[src/rtl/jpeg_pkg.sv]
// jpeg_pkg: shared FSM states, error codes and marker bytes
// for the JPEG capture-path frame sequencer.
package jpeg_pkg;

  typedef enum logic [2:0] {
    ST_IDLE,
    ST_ARM,
    ST_ENCODE,
    ST_DRAIN,
    ST_ERROR
  } frame_state_t;

  typedef enum logic [1:0] {
    ERR_NONE = 2'b00,
    ERR_SOI  = 2'b01,
    ERR_EOI  = 2'b10,
    ERR_OVF  = 2'b11
  } err_code_t;

  localparam logic [7:0] JPEG_MARK_FF = 8'hFF;
  localparam logic [7:0] JPEG_SOI_LO  = 8'hD8;
  localparam logic [7:0] JPEG_EOI_LO  = 8'hD9;

endpackage

[src/rtl/jpeg_marker_chk.sv]
// jpeg_marker_chk: SOI/EOI marker checks on the encoder byte
// stream; keeps the previous accepted byte for the EOI pair.
module jpeg_marker_chk
  import jpeg_pkg::*;
(
  input  logic        clk,
  input  logic        rst,
  input  logic        byte_vld,
  input  logic        byte_last,
  input  logic [7:0]  byte_data,
  input  logic [23:0] byte_idx,
  output logic        soi_bad,
  output logic        eoi_bad
);

  logic [7:0] prev_q;
  logic [7:0] prev_d;

  always_comb begin
    prev_d = prev_q;
    if (byte_vld) prev_d = byte_data;
  end

  always_ff @(posedge clk) begin
    if (rst) prev_q <= '0;
    else     prev_q <= prev_d;
  end

  // Flags are only meaningful while byte_vld is high.
  always_comb begin
    soi_bad = 1'b0;
    if (byte_idx == 24'd0)
      soi_bad = (byte_data != JPEG_MARK_FF);
    else if (byte_idx == 24'd1)
      soi_bad = (byte_data != JPEG_SOI_LO);
    eoi_bad = byte_last &&
              !((prev_q == JPEG_MARK_FF) &&
                (byte_data == JPEG_EOI_LO) &&
                (byte_idx >= 24'd3));
  end

endmodule

[src/rtl/jpeg_frame_ctrl.sv]
// jpeg_frame_ctrl: frame sequencer (start, byte monitor, UART drain).
// Optional watchdog enabled with `define JPEG_FRAME_CTRL_WDT_EN.
module jpeg_frame_ctrl
  import jpeg_pkg::*;
#(
  parameter logic [23:0] MAX_BYTES  = 24'd1_048_575,
  parameter logic [31:0] WDT_CYCLES = 32'd100_000_000
) (
  input  logic        sys_clk,
  input  logic        rst,
  input  logic        start_req,
  output logic        enc_start,
  input  logic        byte_vld,
  input  logic [7:0]  byte_data,
  input  logic        byte_last,
  input  logic        uart_busy,
  output logic        busy,
  output logic        done,
  output logic        err,
  output logic [1:0]  err_code,
  output logic [23:0] frame_len
);

  frame_state_t state_q, state_d;
  err_code_t    code_q, code_d;
  logic [23:0]  cnt_q, cnt_d;
  logic         start_prev_q;
  logic         enc_start_q, enc_start_d;
  logic         busy_q, busy_d;
  logic         done_q, done_d;
  logic         err_q, err_d;
  logic         start_edge;
  logic         acc;
  logic         soi_bad;
  logic         eoi_bad;
  logic         wdt_trip;

  assign start_edge = start_req & ~start_prev_q;
  assign acc = byte_vld && (state_q == ST_ENCODE);

  jpeg_marker_chk u_chk (
    .clk       (sys_clk),
    .rst       (rst),
    .byte_vld  (acc),
    .byte_last (byte_last),
    .byte_data (byte_data),
    .byte_idx  (cnt_q),
    .soi_bad   (soi_bad),
    .eoi_bad   (eoi_bad)
  );

`ifdef JPEG_FRAME_CTRL_WDT_EN
  logic [31:0] wdt_q, wdt_d;

  always_comb begin
    wdt_d = wdt_q;
    if (state_q == ST_ARM)
      wdt_d = '0;
    else if (state_q == ST_ENCODE ||
             state_q == ST_DRAIN)
      wdt_d = wdt_q + 32'd1;
  end

  always_ff @(posedge sys_clk) begin
    if (rst) wdt_q <= '0;
    else     wdt_q <= wdt_d;
  end

  assign wdt_trip = (wdt_q >= WDT_CYCLES - 32'd1);
`else
  logic wdt_unused;
  assign wdt_unused = ^WDT_CYCLES;
  assign wdt_trip = 1'b0;
`endif

  always_comb begin
    state_d = state_q;
    code_d  = code_q;
    cnt_d   = cnt_q;
    unique case (state_q)
      ST_IDLE, ST_ERROR: begin
        if (start_edge) begin
          state_d = ST_ARM;
          code_d  = ERR_NONE;
          cnt_d   = '0;
        end
      end
      ST_ARM: state_d = ST_ENCODE;
      ST_ENCODE: begin
        if (acc) begin
          cnt_d = cnt_q + 24'd1;
          if (soi_bad) begin
            state_d = ST_ERROR;
            code_d  = ERR_SOI;
          end else if (cnt_q >= MAX_BYTES) begin
            state_d = ST_ERROR;
            code_d  = ERR_OVF;
          end else if (eoi_bad) begin
            state_d = ST_ERROR;
            code_d  = ERR_EOI;
          end else if (byte_last) begin
            state_d = ST_DRAIN;
          end
        end else if (wdt_trip) begin
          state_d = ST_ERROR;
          code_d  = ERR_OVF;
        end
      end
      ST_DRAIN: begin
        if (!uart_busy) begin
          state_d = ST_IDLE;
        end else if (wdt_trip) begin
          state_d = ST_ERROR;
          code_d  = ERR_OVF;
        end
      end
      default: state_d = ST_IDLE;
    endcase
  end

  // Outputs are decoded from the next state so they line up with it.
  always_comb begin
    enc_start_d = (state_d == ST_ARM);
    busy_d      = (state_d == ST_ARM) ||
                  (state_d == ST_ENCODE) ||
                  (state_d == ST_DRAIN);
    done_d      = (state_q == ST_DRAIN) &&
                  (state_d == ST_IDLE);
    err_d       = (state_d == ST_ERROR);
  end

  always_ff @(posedge sys_clk) begin
    if (rst) begin
      state_q      <= ST_IDLE;
      code_q       <= ERR_NONE;
      cnt_q        <= '0;
      start_prev_q <= 1'b1;
      enc_start_q  <= 1'b0;
      busy_q       <= 1'b0;
      done_q       <= 1'b0;
      err_q        <= 1'b0;
    end else begin
      state_q      <= state_d;
      code_q       <= code_d;
      cnt_q        <= cnt_d;
      start_prev_q <= start_req;
      enc_start_q  <= enc_start_d;
      busy_q       <= busy_d;
      done_q       <= done_d;
      err_q        <= err_d;
    end
  end

  assign enc_start = enc_start_q;
  assign busy      = busy_q;
  assign done      = done_q;
  assign err       = err_q;
  assign err_code  = code_q;
  assign frame_len = cnt_q;

endmodule
[config.mk]
export PLATFORM = sky130hd
export DESIGN_NAME = jpeg_frame_ctrl
export DESIGN_NICKNAME = d
export VERILOG_FILES = /design/src/rtl/jpeg_pkg.sv /design/src/rtl/jpeg_marker_chk.sv /design/src/rtl/jpeg_frame_ctrl.sv
export SDC_FILE = /design/constraint.sdc
export NUM_CORES = 1
export LEC_CHECK = 0
export ABC_AREA = 0
export BUFFER_PORTS_ARGS = -buffer_cell sky130_fd_sc_hd__buf_2
export CELL_PAD_IN_SITES_DETAIL_PLACEMENT = 0
export CELL_PAD_IN_SITES_GLOBAL_PLACEMENT = 1
export CORE_UTILIZATION = 30
export CTS_CLUSTER_DIAMETER = 30
export DETAILED_ROUTE_END_ITERATION = 16
export HOLD_SLACK_MARGIN = 0.05
export PLACE_DENSITY = 0.63
export REMOVE_ABC_BUFFERS = 1
export SLEW_MARGIN = 15
export SYNTH_ARGS = -nofsm -noshare
export SYNTH_HDL_FRONTEND = slang
export SYNTH_SLANG_ARGS = --single-unit
[constraint.sdc]
create_clock -name sys_clk -period 3.7 [get_ports sys_clk]
set_input_delay 0.74 -clock sys_clk [delete_from_list [all_inputs] [get_ports sys_clk]]
set_output_delay 0.74 -clock sys_clk [all_outputs]
set_load 0.01 [all_outputs]
==> run_results.csv <==
group,metric,value,unit
synthesis,synthCells,238,
setup_path,worstPathMaxFanout,5,
clocking,insertion_delay,0.29,ns
setup_path,startpoint_type,"flip-flop",
status,violations,"design-rule violations",
synthesis,async_reset_ff_share,0,%
detailed_routing,drtPass1Iterations,10,
synthesis,ys_seq_elements,42,
clocking,cts_hold_repair.buffers,0,
placement,gp_congestion,0.732,
die,core-area,6460,um2
setup_path,crit_chain,"nor4_2, nand4_1, o311ai_1, nand2_1, a311oi_2, nor2b_1",
detailed_routing,vias_per_cell,4.87,
timing,rsz0062_at_grt,"false",
clocking,post_cts_resized,0,
cells_and_area,fill_cells,701,
synthesis,yosysSeqAreaShare,41.3,%
die,initial_core_util,31.6,%
timing,relSlewSlack,64.5,%
pwr,leakagePower,0.913,nW
die,rows,29,
timing,fin_crit_sh,63.8,%
detailed_routing,detail-route-antenna-nets,0,
synthesis,synthDistinctLibCells,50,
die,die_x,84.4,um
timing,worst_pin_slew,0.524,ns
clocking,tritoncts,"built",
die,pin_count,44,
timing,hold_viol_final,0,
timing,fin_skew,0.00362,ns
placement,numPortBuffers,43,
global_route,grt_overflow_total,0,
cells_and_area,nets,299,
clocking,clock-sinks,42,
setup_path,cp_num_buf_inv,0,
synthesis,postSynthAreaPerCell,8.56,um2
clocking,root_buffer,"clkbuf_8",
timing,slew_viol_final,0,
global_route,antenna_found_initial,0,
detailed_routing,drc,5,
setup_path,crit_arrival,2.59,ns
global_route,grt_pass1_vias,1673,
detailed_routing,wl,4670,um
cells_and_area,instances_no_fill,359,
detailed_routing,wire_per_inst,13.0,um
synthesis,synth_edf_count,0,
placement,dpl.cell_count,352,
clocking,cts-buffers-inserted,5,
global_route,grt_pass1_wl,7780,um
cells_and_area,n_antenna_cell,0,
timing,setup_viol,0,
synthesis,ys.flop_type,"dfxtp_1",
synthesis,synth_area,2040,um2
setup_path,cp-end-kind,"flip-flop",
cells_and_area,drive_gt1_share,23.0,%
clocking,htreeDepth,2,
placement,dpl.hpwl,3510,um
die,die-area,7130,um2
timing,post-route-min-period,2.36,ns
global_route,grt_max_degree,23,
status,status,"finished, violations left",
job,cap_violations,0,
detailed_routing,vias,1750,
clocking,clock_path_buffers,2,
clocking,post_cts_buffers,0,
setup_path,path_class,"flip-flop to flip-flop",
clocking,clkTransAtPathRegs,0.07,ns
cells_and_area,syn2layout_area_growth,18.0,%
setup_path,required,3.93,ns
global_route,grt_usage,13.8,%
die,die_h,84.4,um
setup_path,critPathSlowestCell,"o311ai_1",
synthesis,synth_warnings,0,
timing,fmax,424,MHz
timing,fin_setup_tns,0,ns
setup_path,cp_top_family,"simple AND/OR/NAND/NOR gates",
pwr,power_density,324,nW/um2
min_path,worstHoldPathType,"flip-flop to flip-flop",
detailed_routing,drtIter0Drc,48,
pwr,vdd_ir_drop_max,0.000145,V
setup_path,crit_path_max_incr_delay,0.52,ns
-- layout make-up --
| cell class | count | area [um2] | share of cell area, % |
|---|---|---|---|
| clock buffer | 7 | 76.3 | 3.17 |
| inverter | 8 | 30.0 | 1.25 |
| multi-input combinational | 181 | 1140 | 47.3 |
| sequential | 42 | 841 | 35.0 |
| tap | 77 | 96.3 | 4.01 |
| timing repair buffer | 44 | 223 | 9.26 |
-- synthesized netlist by cell type (2+ instances only) --
master    count  area share, %
nor3_1        3           0.74
nand3_1       8            2.0
buf_2         2           0.49
nand2b_1      3           0.92
dfxtp_1      42             41
nand2_1      35            6.4
a21oi_1      17            4.2
nor4_2        2            1.2
o21ai_0       3           0.74
and4_1        3            1.3
a21o_1        2           0.74
nor4_1        4            1.2
nor2_1       34            6.3
ha_1          3            1.8
clkbuf_1      5           0.92
nand3b_1      2           0.74
nand4_1       7            2.1
nor2b_1       3           0.92
inv_1         8            1.5
xor2_1       13            5.6
or3_1         4            1.2
xnor2_1       7            3.0
-- metrics by stage --
stage / power [W] / util [%] / setup WS, ns / hold slack, ns / cell area, um2
2_1_floorplan: 0.000490 / - / 1.38 / 0.426 / 2010
6_report: 0.000779 / 37.2 / 1.34 / 0.455 / 2400
4_1_cts: 0.000794 / 37.2 / 1.31 / 0.453 / 2400
5_1_grt: 0.000822 / 37.2 / 1.08 / 0.480 / 2400
3_3_place_gp: 0.000513 / 36.1 / 1.12 / 0.443 / 2330
3_5_place_dp: 0.000513 / 36.1 / 1.11 / 0.442 / 2330
-- state kept, by name, indices dropped and copies added (netlist names), 2 cells and up --
signal and cells:
u_chk.prev_q 8, err_code 2, state_q 3, frame_len 24
-- final timing paths --
kind / slack (ns) / depth (start not counted) / from / end
setup / recovery: 1.34 / 6 / frame_len[20] / state_q[2]
hold / removal: 0.46 / 2 / u_chk.prev_q[3] / u_chk.prev_q[3]
setup reg to reg: 1.34 / 6 / frame_len[20] / state_q[2]
hold reg to reg: 0.46 / 2 / u_chk.prev_q[3] / u_chk.prev_q[3]
-- layout by cell type (no fill, tap or decap), drive strengths merged, types with 2 or more instances in the layout --
cell type	count
inv	8
and3	2
nor2b	4
dfxtp	42
a21o	2
nand4	7
and4	3
nand2	35
nor3	4
nand2b	3
nor4	6
clkbuf	7
xnor2	7
or4	2
nor2	34
ha	3
xor2	13
buf	44
nand3b	2
or2	2
a21oi	17
or3	5
nand3	8
or3b	2
o21ai	3
o31a	2
a2111oi	2
-- worst reg2reg max path, stage by stage, from the launching register on --
cell	delay (ns)
dfxtp_1	0.36
nor4_2	0.50
nand4_1	0.26
o311ai_1	0.53
nand2_1	0.18
a311oi_2	0.32
nor2b_1	0.16
-- layer usage --
metal	track usage, %	share of wire, %	up-vias
met5	0	0	-
met4	4.62	1.2	0
met3	3.54	4.7	8
met2	23.0	46	33
met1	17.4	48	801
li1	-	-	908
-- kinds of logic (layout without fill, tap and decap cells) --
kind of cell / Yosys count / count (layout) / share of synthesized area (%)
fa+ha+maj: 3 / 3 / 1.84
simple gates: 122 / 122 / 31.7
compound gates: 36 / 36 / 13.8
flops: 42 / 42 / 41.3
xor+xnor: 20 / 20 / 8.59
buf+inv: 15 / 59 / 2.89
-- power by group --
part	switching, W	internal (W)
combinational	0.0000260	0.0000165
clock	0.000148	0.000130
sequential	0.00000327	0.000455
total	0.000177	0.000602
No activity file was read; power rests on OpenSTA's default activity.
